$ cat src/rtl/seg_pkg.sv
// rtl/seg_pkg.sv - shared types and hex 7-segment table for the digit scan controller
package seg_pkg;

    typedef enum logic {BLANK, DRIVE} phase_e;

    typedef struct packed {
        logic [3:0] value;
        logic       dp;
        logic       on;
    } digit_rec_t;

    // Segment order within each entry is {g,f,e,d,c,b,a}
    localparam logic [0:15][6:0] SEG7_HEX = {
        7'h3F, 7'h06, 7'h5B, 7'h4F, 7'h66, 7'h6D, 7'h7D, 7'h07,
        7'h7F, 7'h6F, 7'h77, 7'h7C, 7'h39, 7'h5E, 7'h79, 7'h71
    };

    function automatic logic [7:0] seg_encode(input digit_rec_t rec);
        return {rec.dp, SEG7_HEX[rec.value]};
    endfunction

endpackage

$ cat src/rtl/tick_gen.sv
// rtl/tick_gen.sv - free-running digit-slot counter with slot-start flag
module tick_gen #(
    parameter int S  = 8,
    parameter int CW = 3
) (
    input  logic          clk_i,
    input  logic          rst_i,
    output logic          slot_start,
    output logic [CW-1:0] cnt
);

    always_ff @(posedge clk_i) begin
        if (rst_i) begin
            cnt <= '0;
        end else if (cnt == CW'(S - 1)) begin
            cnt <= '0;
        end else begin
            cnt <= cnt + 1'b1;
        end
    end

    assign slot_start = (cnt == '0);

endmodule

$ cat src/rtl/seg_scan_ctrl.sv
// rtl/seg_scan_ctrl.sv - multiplexed 7-segment scan controller with slot-aligned digit writes
module seg_scan_ctrl
    import seg_pkg::*;
#(
    parameter int   CLK_IN_MHZ     = 125,
    parameter int   NUM_DIGITS     = 3,
    parameter int   SCAN_HZ        = 1000,
    parameter int   DWELL_OVERRIDE = 0,
    parameter int   BLANK_CYCLES   = 2,
    parameter logic LED_POLARITY   = 1'b0,
    parameter logic SEL_ACTIVE     = 1'b1
) (
    input  logic                  clk_i,
    input  logic                  rst_i,
    input  logic                  wr_valid_i,
    output logic                  wr_ready_o,
    input  logic [1:0]            wr_digit_i,
    input  logic [3:0]            wr_value_i,
    input  logic                  wr_dp_i,
    input  logic                  wr_on_i,
    output logic                  wr_err_o,
    output logic [7:0]            display_o,
    output logic [NUM_DIGITS-1:0] seg_sel_o,
    output logic                  frame_o
);

    localparam int S  = (DWELL_OVERRIDE != 0) ? DWELL_OVERRIDE : (CLK_IN_MHZ * 1000000) / SCAN_HZ;
    localparam int CW = (S > 1) ? $clog2(S) : 1;
    localparam logic [7:0]            SEG_OFF = LED_POLARITY ? 8'h00 : 8'hFF;
    localparam logic [NUM_DIGITS-1:0] SEL_OFF = {NUM_DIGITS{~SEL_ACTIVE}};
    localparam logic [2:0]            NUM_D3  = 3'(NUM_DIGITS);

    logic          slot_start;
    logic [CW-1:0] cnt;
    logic [1:0]    dig;
    logic          pending;
    logic [1:0]    pend_dig;
    digit_rec_t    pend_rec;
    digit_rec_t    store [0:3];
    logic          err_q;
    logic [7:0]    disp_q, disp_d;
    logic [NUM_DIGITS-1:0] sel_q, sel_d, onehot;
    logic          frame_q;
    phase_e        phase;
    digit_rec_t    cur;
    logic          wr_fire, wr_in_range;

    tick_gen #(.S(S), .CW(CW)) u_tick (
        .clk_i      (clk_i),
        .rst_i      (rst_i),
        .slot_start (slot_start),
        .cnt        (cnt)
    );

    assign wr_fire     = wr_valid_i && !pending;
    assign wr_in_range = ({1'b0, wr_digit_i} < NUM_D3);

    // Pending writes land only at slot boundaries so a lit digit never changes mid-dwell
    always_ff @(posedge clk_i) begin
        if (rst_i) begin
            dig      <= '0;
            pending  <= 1'b0;
            pend_dig <= '0;
            pend_rec <= '0;
            err_q    <= 1'b0;
            for (int i = 0; i < 4; i++) store[i] <= '0;
        end else begin
            err_q <= wr_fire && !wr_in_range;
            if (cnt == CW'(S - 1)) begin
                dig <= (dig == 2'(NUM_DIGITS - 1)) ? 2'd0 : dig + 2'd1;
            end
            if (slot_start && pending) begin
                store[pend_dig] <= pend_rec;
                pending         <= 1'b0;
            end else if (wr_fire && wr_in_range) begin
                pending  <= 1'b1;
                pend_dig <= wr_digit_i;
                pend_rec <= '{value: wr_value_i, dp: wr_dp_i, on: wr_on_i};
            end
        end
    end

    always_comb begin
        phase  = (cnt < CW'(BLANK_CYCLES)) ? BLANK : DRIVE;
        cur    = store[dig];
        onehot = NUM_DIGITS'(1) << dig;
        disp_d = SEG_OFF;
        sel_d  = SEL_OFF;
        if (phase == DRIVE && cur.on) begin
            disp_d = LED_POLARITY ? seg_encode(cur) : ~seg_encode(cur);
            sel_d  = SEL_ACTIVE ? onehot : ~onehot;
        end
    end

    always_ff @(posedge clk_i) begin
        if (rst_i) begin
            disp_q  <= SEG_OFF;
            sel_q   <= SEL_OFF;
            frame_q <= 1'b0;
        end else begin
            disp_q  <= disp_d;
            sel_q   <= sel_d;
            frame_q <= slot_start && (dig == 2'd0);
        end
    end

    assign wr_ready_o = !pending;
    assign wr_err_o   = err_q;
    assign display_o  = disp_q;
    assign seg_sel_o  = sel_q;
    assign frame_o    = frame_q;

endmodule

$ cat config.mk
export PLATFORM = sky130hd
export DESIGN_NAME = seg_scan_ctrl
export DESIGN_NICKNAME = d
export VERILOG_FILES = /design/src/rtl/seg_pkg.sv /design/src/rtl/tick_gen.sv /design/src/rtl/seg_scan_ctrl.sv
export SDC_FILE = /design/constraint.sdc
export NUM_CORES = 1
export LEC_CHECK = 0
export CAP_MARGIN = 20
export CORE_MARGIN = 1
export CORE_UTILIZATION = 55
export DETAILED_ROUTE_END_ITERATION = 16
export GPL_TIMING_DRIVEN = 1
export PLACE_DENSITY = 0.73
export REMOVE_ABC_BUFFERS = 1
export SLEW_MARGIN = 40
export SYNTH_ARGS = -nofsm -noshare
export SYNTH_HDL_FRONTEND = slang
export SYNTH_SLANG_ARGS = --single-unit
$ cat constraint.sdc
create_clock -name clk_i -period 4.6 [get_ports clk_i]
set_clock_uncertainty 0.05 [all_clocks]
set_input_delay 0.69 -clock clk_i [delete_from_list [all_inputs] [get_ports clk_i]]
set_output_delay 0.69 -clock clk_i [all_outputs]
set_load 0.005 [all_outputs]
==> results of run 1 <==
## routing by layer
layer | global-route usage | vias up | share of wire
met4 | 0.0962 | 0 | 0.018
met5 | 0 | - | 0
li1 | - | 1028 | -
met1 | 0.263 | 937 | 0.48
met2 | 0.319 | 45 | 0.46
met3 | 0.0611 | 11 | 0.040
## worst min-delay path by stage
stage	from	cells after the start	endpoint	slack, ps
floorplan	dig[0]	1	frame_o	400
global placement	dig[0]	1	frame_o	470
detailed placement	dig[0]	1	frame_o	450
CTS	dig[0]	1	frame_o	470
global route	dig[0]	1	frame_o	500
finish	dig[0]	1	frame_o	470
## final cells by class
class,instances,share of cell area
Timing Repair Buffer,25,0.0711
Tap cell,70,0.0251
Clock inverter,3,0.00503
Sequential cell,67,0.454
Multi-Input combinational cell,184,0.389
Clock buffer,13,0.0398
Inverter,15,0.0162
## through the flow
stage / utilization / std cells / setup WS [ps] / hold slack, ps
4_1_cts: 0.667 / 377 / 1610 / 468
5_1_grt: 0.670 / 377 / 1410 / 504
3_3_place_gp: 0.637 / 361 / 1740 / 471
2_1_floorplan: - / 266 / 2020 / 398
6_report: 0.670 / 377 / 1590 / 471
3_5_place_dp: 0.637 / 361 / 1620 / 450
## cells in the mapped netlist
library cell,instances
buf_6,1
and3b_1,1
or4_4,2
nor4b_4,1
nand2b_1,4
o21ai_0,4
nor2_1,38
or3_1,1
nand3_1,7
nor4_1,9
xor2_1,8
o31ai_1,2
o311ai_0,2
nor3b_1,1
nor2b_1,1
clkbuf_1,7
o221ai_1,1
a21oi_1,2
nor3_1,10
dfxtp_1,43
and2_1,18
o211ai_1,3
or4_1,2
buf_2,2
and4_1,1
nand4_1,8
mux4_2,8
inv_1,15
edfxtp_1,24
mux2_2,2
o22ai_1,1
nor4_4,2
buf_4,1
nand3b_1,1
ha_1,8
nand2_1,15
mux2i_1,9
or2_1,1
xnor2_1,11
## state kept, by name, indices dropped and copies added, names as in the netlist, named ones only
register	cells
store	24
u_tick.cnt	17
display_o	8
pend_rec	6
seg_sel_o	3
dig	2
pend_dig	2
frame_o	1
pending	1
wr_err_o	1
## report_power, final
| part | internal, W | switching, W | leakage [nW] |
|---|---|---|---|
| clock network | 0.000195 | 0.000206 | 0.0774 |
| logic | 0.0000464 | 0.0000535 | 0.577 |
| registers | 0.000634 | 0.0000183 | 0.598 |
## cell families (layout without fill, tap and decap cells)
kind of cell	count (synthesis)	count (layout)	share of synthesized area
AND/OR/NAND/NOR	123	123	0.225
flip-flops	67	67	0.521
buffers and inverters	26	56	0.0367
XOR/XNOR	19	19	0.0548
multiplexers	19	19	0.0965
AO/OA/AOI/OAI	15	15	0.0330
adder cells (fa/ha/maj)	8	8	0.0330
## worst max-delay path, stage by stage, from the launching register on
cell and delay (ps):
dfxtp_1 360, or4_1 590, nor4_1 570, nand2_1 350
o21ai_0 730
==> run summary, run 1 <==
Post-route minimum period -> 3010 ps
Clock Tree Buf Depth -> 2
Final period util -> 0.654
F_max -> 332 MHz
Root buf cell -> clkbuf_8
Leakage power -> 1.25 nW
Clock Sinks -> 67
Yosys top cell area share -> 0.284
Count of boundary I/O pins -> 25
Diode count -> 0
Final Setup Violations -> 0
Reg-to-Reg Start -> u_tick.cnt[7]
FF/Latch Area -> 1580 um2
Final Instance Area -> 3490 um2
Yosys top cell by area -> dfxtp_1
Clk_lat worst skew -> 330 ps
Cts hold-fix bufs -> 0
Critical Path Source -> u_tick.cnt[7]
CP Class -> flip-flop to flip-flop
R2R Setup Slk -> 1590 ps
Drt first pass iters -> 4
Commonest non-fill, non-tap cell in the layout -> dfxtp_1
Actual slew at the worst max-slew pin -> 811 ps
Critical path capture point type -> flip-flop
Post-DRT Antenna Nets -> 0
Die Height -> 76.3 um
H-tree levels -> 3
RR Endpoint -> store[1][3]
CTS tree -> done
Pwr dens -> 331 nW/um2
Post-CTS setup buffer count -> 0
Worst EP arrival -> 2920 ps
Area after DPL -> 3320 um2
Synth unique cells -> 39
Total Power -> 0.00115 W
Final wirelength -> 5380 um
Routed vias/inst -> 5.36
Synth top area cells -> dfxtp_1, edfxtp_1, mux4_2
Post-cts sizing count -> 0
FF+latch count, synth -> 67
Initial Utilization -> 0.583
RSZ-0062 raised after global routing -> false
Vias in the first global route -> 1923
Mean Syn Cell Area -> 11.0 um2
Most frequent cells in the layout -> dfxtp_1, nor2_1, clkdlybuf4s50_1, edfxtp_1, and2_1
Cell Rows -> 26
Yosys warning count -> 0
Setup TNS -> 0 ps
CP Launch Type -> flip-flop
DR iter-0 viols -> 154
Avg WL per Cell -> 14.3 um
Grt total ovfl -> 0
Number of remaining DRC errors -> 0
Die W -> 76.3 um
Filler Cell Count -> 424
Seq/Total Area, Yosys -> 0.521
Die area -> 5820 um2
GRT Resource Usage Total -> 0.205
Largest net degree at the start of global routing -> 20
Max Slew Vio Count -> 0
Mapped cell area -> 3040 um2
RePlAce Congestion -> 0.850
Relative slew slack -> 0.454
Clk slew on worst S/H paths -> 70 ps
Crit path capture -> store[1][3]
WP data required -> 4510 ps
Crit Path Max Fanout -> 9
Min-delay worst type -> flip-flop to flip-flop
First-pass GRT wire length -> 8970 um
Layout area overhead -> 14.8%
Num CTS Buffers -> 9
Mapped Cells -> 277
Outcome -> finished clean
Max IR drop VDD -> 0.000191 V
Multi-input logic area -> 1360 um2
Vias -> 2021
Maxcap violations -> 0
Final nets -> 321
Port bufs -> 24
R2R depth -> 4
Share of cells above drive strength 1 -> 0.101
Core ar. -> 5200 um2
Initial antenna violation count -> 0
Placed wire-length estimate -> 3900 um
Final Hold Viols -> 0
(Power assumes the default switching activity.)
==> run 2: changes to the inputs <==
Settings changed: CORE_UTILIZATION 55 to 52, PLACE_DENSITY 0.73 to 0.72.
Clock period 4.6 ns to 2.45 ns, I/O delays scaled along.
==> run 2 against run 1 <==
Effect of this change: power is 120% higher; sequential share of layout area is 2.1 points lower; global-route usage is 0.40 points higher; core utilization is 1.4 points lower; clock-buffer cell count is 3 lower; via count is 3.5% higher; worst setup slack worse by 1400 ps; clock power grew to 2.7 times the previous value; critical path depth is 1 higher; sequential power is 87% higher; worst hold slack worse by 36 ps.
==> run summary, run 2 (synthesis results as in run 1) <==
Actual slew at the worst max-slew pin -> 494 ps
Hold worst-path end -> frame_o
Pwr dens -> 687 nW/um2
DR iter-0 viols -> 132
Setup TNS -> 0 ps
Core ar. -> 5570 um2
Maxcap violations -> 0
Min-delay worst type -> flip-flop to flip-flop
WP data required -> 2460 ps
Die area -> 6150 um2
CP Class -> flip-flop to flip-flop
RSZ-0062 raised after global routing -> false
Leakage power -> 1.35 nW
R2R depth -> 5
Largest reg by FF count -> store
Diode count -> 0
CP bufs+invs -> 1
Relative slew slack -> 0.671
Slowest CP cell -> or4_1
Grt total ovfl -> 0
RR Endpoint -> store[2][4]
Cts hold-fix bufs -> 0
Num CTS Buffers -> 9
Root buf cell -> clkbuf_8
Post-CTS setup buffer count -> 0
Hold path depth -> 1
Final nets -> 333
Critical path capture point type -> flip-flop
Critical Path Source -> u_tick.cnt[7]
Reg-to-Reg Start -> u_tick.cnt[7]
GRT Resource Usage Total -> 0.209
Die W -> 78.4 um
Most frequent cells in the layout -> dfxtp_1, nor2_1, clkdlybuf4s50_1, edfxtp_1, and2_1
Largest net degree at the start of global routing -> 19
Avg WL per Cell -> 14.4 um
Layout area overhead -> 20.3%
RePlAce Congestion -> 0.843
Max IR drop VDD -> 0.000440 V
Final worst slack -> 159 ps
Clk slew on worst S/H paths -> 70 ps
Final Instance Area -> 3650 um2
Die Height -> 78.4 um
Vias -> 2091
Clock Tree Buf Depth -> 2
Outcome -> finished clean
Placed wire-length estimate -> 4000 um
Final Hold Viols -> 0
Count of boundary I/O pins -> 25
Max reg flops -> 24
Filler Cell Count -> 453
CP Launch Type -> flip-flop
Share of cells above drive strength 1 -> 0.141
Clock Sinks -> 67
Worst EP arrival -> 2300 ps
CP cell instances -> or4_1 -> nor4_2 -> nand2_2 -> o31ai_1 -> buf_4
Area after DPL -> 3410 um2
Initial Utilization -> 0.545
Max Slew Vio Count -> 0
Drt first pass iters -> 4
First-pass GRT wire length -> 9510 um
Dpl ws -> 104 ps
Clk_lat worst skew -> 350 ps
Final period util -> 0.935
Post-route minimum period -> 2290 ps
Post-DRT Antenna Nets -> 0
Critical Path Max Stage Delay -> 600 ps
Worst hold slack -> 435 ps
Commonest non-fill, non-tap cell in the layout -> dfxtp_1
R2R Setup Slk -> 160 ps
Routed vias/inst -> 5.35
Final Setup Violations -> 0
F_max -> 437 MHz
Cell Rows -> 27
Number of remaining DRC errors -> 0
Final wirelength -> 5640 um
Crit Path Max Fanout -> 7
Finished Layout Cells -> 391
Hold Path Origin -> dig[0]
Placed insts -> 375
CTS tree -> done
Initial antenna violation count -> 0
H-tree levels -> 3
Post-cts sizing count -> 0
Port bufs -> 24
Vias in the first global route -> 1956
CP delay by family, top -> simple AND/OR/NAND/NOR gates
==> run 2: through the flow <==
| stage | utilization | power, W |
|---|---|---|
| after floorplan | - | 0.00136 |
| after global placement | 0.611 | 0.00144 |
| after detailed placement | 0.611 | 0.00145 |
| after CTS | 0.653 | 0.00252 |
| after global routing | 0.655 | 0.00261 |
| final | 0.655 | 0.00251 |
==> run 2: worst max-delay path by stage <==
stage | end | depth (start not counted) | slack (ps)
after CTS | store[2][2] | 5 | 40
after floorplan | store[0][0] | 4 | -130
after global placement | store[2][4] | 5 | 140
final | store[2][4] | 5 | 160
after global routing | store[0][0] | 5 | 40
after detailed placement | store[0][5] | 5 | 100
==> run 2: final cells by class <==
class / count / area, um2 / area share
clock buffer: 10 / 128 / 0.0349
clock inverter: 6 / 104 / 0.0284
inverter: 15 / 56.3 / 0.0154
multi-input combinational: 184 / 1360 / 0.371
sequential: 67 / 1580 / 0.433
tap: 72 / 90.1 / 0.0247
timing repair buffer: 37 / 338 / 0.0925
==> run 2: power by group <==
| part | switching, W | internal (W) |
|---|---|---|
| Clock | 0.000413 | 0.000669 |
| Sequential | 0.0000318 | 0.00119 |
| Combinational | 0.000107 | 0.000100 |
| Total | 0.000552 | 0.00196 |
==> run 2: metal layers <==
layer  wire length, um  vias to the layer above  part of all wire  track usage
met3               248                        7             0.044       0.0698
met2              2540                       52              0.45        0.319
met1              2780                      976              0.49        0.276
met4                70                        0             0.012       0.0778
met5                 0                        -                 0            0
li1                  -                     1056                 -            -
